--- config.mk ---
export PLATFORM = sky130hd
export DESIGN_NAME = uart_word_packer_flat
export DESIGN_NICKNAME = d
export VERILOG_FILES = /design/src/rtl/uart_word_packer_if.sv /design/src/rtl/uart_word_packer.sv /design/src/flat_wrapper.sv
export SDC_FILE = /design/constraint.sdc
export NUM_CORES = 1
export LEC_CHECK = 0
export CORE_AREA = 2 2 203 205
export DETAILED_ROUTE_END_ITERATION = 16
export DIE_AREA = 0 0 205 207
export SLEW_MARGIN = 40
export SYNTH_ARGS = -nofsm -noshare
export SYNTH_HDL_FRONTEND = slang
export SYNTH_SLANG_ARGS = --single-unit
--- constraint.sdc ---
create_clock -name clock -period 20.3 [get_ports clock]
set_input_delay 3.045 -clock clock [delete_from_list [all_inputs] [get_ports clock]]
set_output_delay 3.045 -clock clock [all_outputs]
set_load 0.01 [all_outputs]
--- src/rtl/uart_word_packer_if.sv ---
// Byte-in / word-out bus of the UART word packer: frame control, received bytes, memory write port.
interface uart_word_packer_if #(
    parameter int BYTES_PER_WORD = 24,
    parameter int ADDR_W         = 11
);
    logic                        start;
    logic                        rearm;
    logic                        byte_valid;
    logic [7:0]                  byte_data;
    logic                        wr_en;
    logic [ADDR_W-1:0]           wr_addr;
    logic [8*BYTES_PER_WORD-1:0] wr_data;
    logic                        done;
    logic                        overrun;
    logic                        resync;

    modport master (
        output start, rearm, byte_valid, byte_data,
        input  wr_en, wr_addr, wr_data, done, overrun, resync
    );

    modport slave (
        input  start, rearm, byte_valid, byte_data,
        output wr_en, wr_addr, wr_data, done, overrun, resync
    );
endinterface

--- src/rtl/uart_word_packer.sv ---
// Packs UART bytes into BYTES_PER_WORD-wide memory words for one frame of NUM_WORDS words.
// Zero latency: the final byte of a word is written in its own cycle; no backpressure (bytes outside FILL drop and flag overrun).
module uart_word_packer #(
    parameter int BYTES_PER_WORD = 24,
    parameter int ADDR_W         = 11,
    parameter int NUM_WORDS      = 1000,
    parameter bit MSB_FIRST      = 1'b0,
    parameter int TIMEOUT_CYC    = 100000
) (
    input  logic              clock,
    input  logic              reset,
    uart_word_packer_if.slave bus
);
    localparam int PW   = $clog2(BYTES_PER_WORD);
    localparam int AW1  = ADDR_W + 1;
    localparam int TO_W = (TIMEOUT_CYC > 1) ? $clog2(TIMEOUT_CYC) : 1;
    localparam int WW   = 8 * BYTES_PER_WORD;

    localparam logic [PW-1:0]   POS_LAST  = PW'(BYTES_PER_WORD - 1);
    localparam logic [AW1-1:0]  ADDR_LAST = AW1'(NUM_WORDS - 1);
    localparam logic [TO_W-1:0] TO_LAST   = (TIMEOUT_CYC == 0) ? '0 : TO_W'(TIMEOUT_CYC - 1);
    localparam bit              TO_EN     = (TIMEOUT_CYC != 0);

    typedef enum logic [1:0] {IDLE, FILL, DONE} state_t;

    state_t          state_q, state_d;
    logic [PW-1:0]   pos_q;
    logic [AW1-1:0]  addr_q;
    logic [TO_W-1:0] cnt_q;
    logic [WW-1:0]   word_q;
    logic [WW-1:0]   word_c;
    logic [PW-1:0]   lane;
    logic            overrun_q;

    logic in_fill, last_byte, last_word, word_wr, idle_tick, expire;
    logic wr_en_c, done_c, resync_c;

    assign in_fill   = (state_q == FILL);
    assign last_byte = (pos_q == POS_LAST);
    assign last_word = (addr_q == ADDR_LAST);
    assign word_wr   = in_fill && bus.byte_valid && last_byte;
    // Only a partially filled word can time out; an empty word waits forever.
    assign idle_tick = TO_EN && in_fill && !bus.byte_valid && (pos_q != '0);
    assign expire    = idle_tick && (cnt_q == TO_LAST);

    assign lane = MSB_FIRST ? (POS_LAST - pos_q) : pos_q;

    // Current byte merged into the held lanes so the completing word goes out in the same cycle.
    always_comb begin
        word_c = word_q;
        word_c[8*lane +: 8] = bus.byte_data;
    end

    always_ff @(posedge clock or posedge reset) begin
        if (reset) begin
            state_q <= IDLE;
        end else begin
            state_q <= state_d;
        end
    end

    always_comb begin
        state_d = state_q;
        case (state_q)
            IDLE:    if (bus.start) state_d = FILL;
            FILL:    if (word_wr && last_word) state_d = DONE;
            DONE:    if (bus.rearm) state_d = IDLE;
            default: state_d = IDLE;
        endcase
    end

    always_comb begin
        wr_en_c  = word_wr;
        done_c   = (state_q == DONE);
        resync_c = expire;
    end

    always_ff @(posedge clock or posedge reset) begin
        if (reset) begin
            pos_q     <= '0;
            addr_q    <= '0;
            cnt_q     <= '0;
            word_q    <= '0;
            overrun_q <= 1'b0;
        end else begin
            case (state_q)
                IDLE: begin
                    if (bus.start) begin
                        pos_q     <= '0;
                        addr_q    <= '0;
                        cnt_q     <= '0;
                        overrun_q <= 1'b0;
                    end
                    if (bus.byte_valid) overrun_q <= 1'b1;
                end
                FILL: begin
                    if (bus.byte_valid) begin
                        word_q <= word_c;
                        cnt_q  <= '0;
                        if (last_byte) begin
                            pos_q  <= '0;
                            addr_q <= addr_q + AW1'(1);
                        end else begin
                            pos_q <= pos_q + PW'(1);
                        end
                    end else if (expire) begin
                        pos_q <= '0;
                        cnt_q <= '0;
                    end else if (idle_tick) begin
                        cnt_q <= cnt_q + TO_W'(1);
                    end
                end
                DONE: begin
                    if (bus.byte_valid) overrun_q <= 1'b1;
                end
                default: begin
                    pos_q <= '0;
                end
            endcase
        end
    end

    assign bus.wr_en   = wr_en_c;
    assign bus.wr_addr = addr_q[ADDR_W-1:0];
    assign bus.wr_data = word_c;
    assign bus.done    = done_c;
    assign bus.overrun = overrun_q;
    assign bus.resync  = resync_c;
endmodule

--- src/flat_wrapper.sv ---
// flat-port wrapper written by rule: the top's interface ports become plain ports
module uart_word_packer_flat 
#(
    parameter int BYTES_PER_WORD = 24,
    parameter int ADDR_W         = 11,
    parameter int NUM_WORDS      = 1000,
    parameter bit MSB_FIRST      = 1'b0,
    parameter int TIMEOUT_CYC    = 100000
)
  (clock, reset, bus_start, bus_rearm, bus_byte_valid, bus_byte_data, bus_wr_en, bus_wr_addr, bus_wr_data, bus_done, bus_overrun, bus_resync);
  uart_word_packer_if #(.BYTES_PER_WORD(BYTES_PER_WORD), .ADDR_W(ADDR_W)) bus_i ();
  input  logic clock;
  input  logic reset;
  input wire logic [$bits(bus_i.start)-1:0] bus_start;
  input wire logic [$bits(bus_i.rearm)-1:0] bus_rearm;
  input wire logic [$bits(bus_i.byte_valid)-1:0] bus_byte_valid;
  input wire logic [$bits(bus_i.byte_data)-1:0] bus_byte_data;
  output wire logic [$bits(bus_i.wr_en)-1:0] bus_wr_en;
  output wire logic [$bits(bus_i.wr_addr)-1:0] bus_wr_addr;
  output wire logic [$bits(bus_i.wr_data)-1:0] bus_wr_data;
  output wire logic [$bits(bus_i.done)-1:0] bus_done;
  output wire logic [$bits(bus_i.overrun)-1:0] bus_overrun;
  output wire logic [$bits(bus_i.resync)-1:0] bus_resync;
  assign bus_i.start = bus_start;
  assign bus_i.rearm = bus_rearm;
  assign bus_i.byte_valid = bus_byte_valid;
  assign bus_i.byte_data = bus_byte_data;
  assign bus_wr_en = bus_i.wr_en;
  assign bus_wr_addr = bus_i.wr_addr;
  assign bus_wr_data = bus_i.wr_data;
  assign bus_done = bus_i.done;
  assign bus_overrun = bus_i.overrun;
  assign bus_resync = bus_i.resync;
  uart_word_packer #(.BYTES_PER_WORD(BYTES_PER_WORD), .ADDR_W(ADDR_W), .NUM_WORDS(NUM_WORDS), .MSB_FIRST(MSB_FIRST), .TIMEOUT_CYC(TIMEOUT_CYC)) u_core (.clock(clock), .reset(reset), .bus(bus_i));
endmodule
==> metrics.txt <==
status completed; via total after detailed routing between 8000 and 9000; top cells by count, synth 335 x mux2_2, 229 x dfrtp_1, 110 x nand2_1; drt pass-1 iters 6; number of global-route vias before repair between 8000 and 9000; clock buffer depth 3; Die Span Y 207 microns; share of layout cells above drive strength 1 between 30% and 40%; Setup crit start kind primary input; post-CTS setup buffers 0; DRT Wirelength 35400 microns; HP Class flip-flop to flip-flop; most area-hungry cell type in the Yosys netlist dfrtp_1; Final Hold Vio Count 0; # fillers 4035; # hold bufs at CTS 0; Final Skew 17.3 ps; synthesized area per cell around 12 sq um; register area 0.00573 sq mm; Synthesized Nets 1043; final worst-path setup slack ~12000 ps; Core Box Area approximately 0.040 sq mm; largest net degree at the start of global routing 104; setup TNS 0 ps; Reg2Reg Capture Point u_core.word_q[0]$_DFFE_PP0P_; type of the worst setup path primary input to output port; I/O Buffers 219; Final Non-Filler Cells about 1800; # resized after CTS 0; drt via density about 4.8; Worst setup endpoint bus_wr_data[62]; WP data arrival about 5500 ps; Multi-input gate area between 0.005 and 0.006 sq mm; Nets 1236; Yosys top cell area share between 40% and 50%; Inserted Clock Buffers 28; Seq/Total Area, Yosys 48.1%; Worst setup EP type output port; iteration-0 DRC count of the detailed router 455; H-Tree Depth 1; Worst slew margin 46.3%; post-layout util 38.5%; Top FF cell, synth dfrtp_1; Final Setup Violations 0; Final ANT Viol Nets 0; worst skew pair latency 560 ps; Synth Cell Area 0.0119 sq mm; flop-to-flop setup slack 16450 ps; Clk pin slew, worst setup/hold paths 60 ps; Synthesis Warnings 0; clk sinks 229; peak supply drop 0.0687 mV; Tmin final approximately 8600 ps; Die Area ~0.042 sq mm; WL per Instance 20.0 microns; initial core utilization 29.5%; max-cap viol count 0; Residual DRC 0; global-route wire length before repair 53400 microns; GP Congestion 0.757; post-synthesis register bit count 229; HPWL after DPL 24200 microns; Synth area leaders dfrtp_1 48%, mux2_2 32%, nand2_1 3.5%, o21ai_0 2.5%, nor2_1 1.9%; n_diodes 0; Max Slew Vio Count 0; CTS tree done; clock root buffer clkbuf_16; all-layer global routing usage ~16%; # rows 74; fmax 117 MHz; post-place setup slack 11670 ps; IO Pins 220; grt ovf 0; initial antenna violation count 0; RSZ-0062 raised after global routing no; Tot Pwr 1960 uW; Layout Area Growth over Synthesis 30.5%; Yosys cell types 54; Cells after DPL 1720; FFs w/ async S/R, synth 100%; Pleak ~0.0070 uW; Syn Inst Count 1025; Critical Path Source bus_byte_data[6]; Slew @ Worst Pin 802 ps; Cell Pwr Density 126 mW/mm^2; worst r2r src u_core.lane[0]$_DFFE_PP0P_; WP data required 17260 ps; R2R cell count 8; die width just over 200 microns; number of enable flip-flop cells after synthesis 0; most common cell in the netlist mux2_2; Final period util 42.3%; Critical Path Fanout Max 12
==> critical path, cell delays in order <==
cell             delay (ps)
clkdlybuf4s50_1         550
nand2_1                 350
nor2_1                  730
mux2_2                  320
clkdlybuf4s50_1         540
==> flip-flops by register name (all words and copies together) (netlist names) <==
register / cells
u_core.bus.overrun: 1
u_core.cnt_q: 17
u_core.lane: 5
u_core.word_q: 192
u_core.addr_q: 12
u_core.state_q: 2
==> report_power, final <==
group | leakage [uW] | switching, uW | internal, uW | total [uW]
logic | 0.00343 | 425 | 395 | 820
registers | 0.00313 | 63.3 | 564 | 628
clock network | 0.000460 | 199 | 310 | 510
==> cell families after synthesis <==
logic type / after synthesis / synth area share, %
AO/OA/AOI/OAI: 79 / 3.74
XOR/XNOR: 21 / 1.54
adder cells (fa/ha/maj): 5 / 0.525
buffers and inverters: 71 / 2.69
flip-flops: 229 / 48.1
multiplexers: 337 / 31.8
AND/OR/NAND/NOR: 283 / 11.6
==> cell usage in the layout, fill, tap and decap left out, types with 4 or more instances in the layout <==
master           netlist  layout
clkinv_2               0       4
nand2_1              110     110
nor2_1                60      47
and2_1                 6       6
nor3_1                11      10
nor2b_1                6       4
o21ai_0               59      59
and2_0                 4       4
ha_1                   5       5
buf_4                 11       5
and3_1                 5       5
nand2_2                4       4
a21oi_1                6       6
or2_2                  4       4
nor3b_1                6       5
nor4_1                10      10
inv_1                  8       7
nand3_1               22      22
nor2_2                 3      16
clkbuf_8               0       7
dfrtp_1              229     229
nand2b_1               4       4
mux2_2               335     335
clkbuf_1              33       7
clkdlybuf4s50_1        0     219
nand4_1                5       5
xor2_1                11      11
clkbuf_16              0      29
xnor2_1               10      10
==> routing by layer <==
metal	routed length [microns]	GRT usage, %
met1	16200	22.4
met2	16700	26.6
met3	1860	3.12
met4	695	4.14
met5	0	0
==> per-stage QoR <==
stage,hold slack [ps],instance area [sq um]
2_1_floorplan,450,11900
3_3_place_gp,461,14600
3_5_place_dp,471,14600
4_1_cts,484,15500
5_1_grt,499,15600
6_report,479,15600
==> how the worst min path moves through the flow <==
stage	start	endpoint	slack, ps	cells past startpoint
2_1_floorplan	u_core.word_q[160]$_DFFE_PP0P_	u_core.word_q[160]$_DFFE_PP0P_	450	2
3_3_place_gp	u_core.word_q[164]$_DFFE_PP0P_	u_core.word_q[164]$_DFFE_PP0P_	460	2
3_5_place_dp	u_core.word_q[38]$_DFFE_PP0P_	u_core.word_q[38]$_DFFE_PP0P_	470	2
4_1_cts	u_core.word_q[35]$_DFFE_PP0P_	u_core.word_q[35]$_DFFE_PP0P_	480	2
5_1_grt	u_core.word_q[39]$_DFFE_PP0P_	u_core.word_q[39]$_DFFE_PP0P_	500	2
6_report	u_core.word_q[38]$_DFFE_PP0P_	u_core.word_q[38]$_DFFE_PP0P_	480	2
==> final cells by class <==
type / instances / area share [%]
Clock buffer: 43 / 5.45
Clock inverter: 7 / 0.563
Inverter: 8 / 0.274
Multi-Input combinational cell: 725 / 38.1
Sequential cell: 229 / 36.8
Tap cell: 532 / 4.28
Timing Repair Buffer: 226 / 14.5
(Power assumes the default switching activity.)
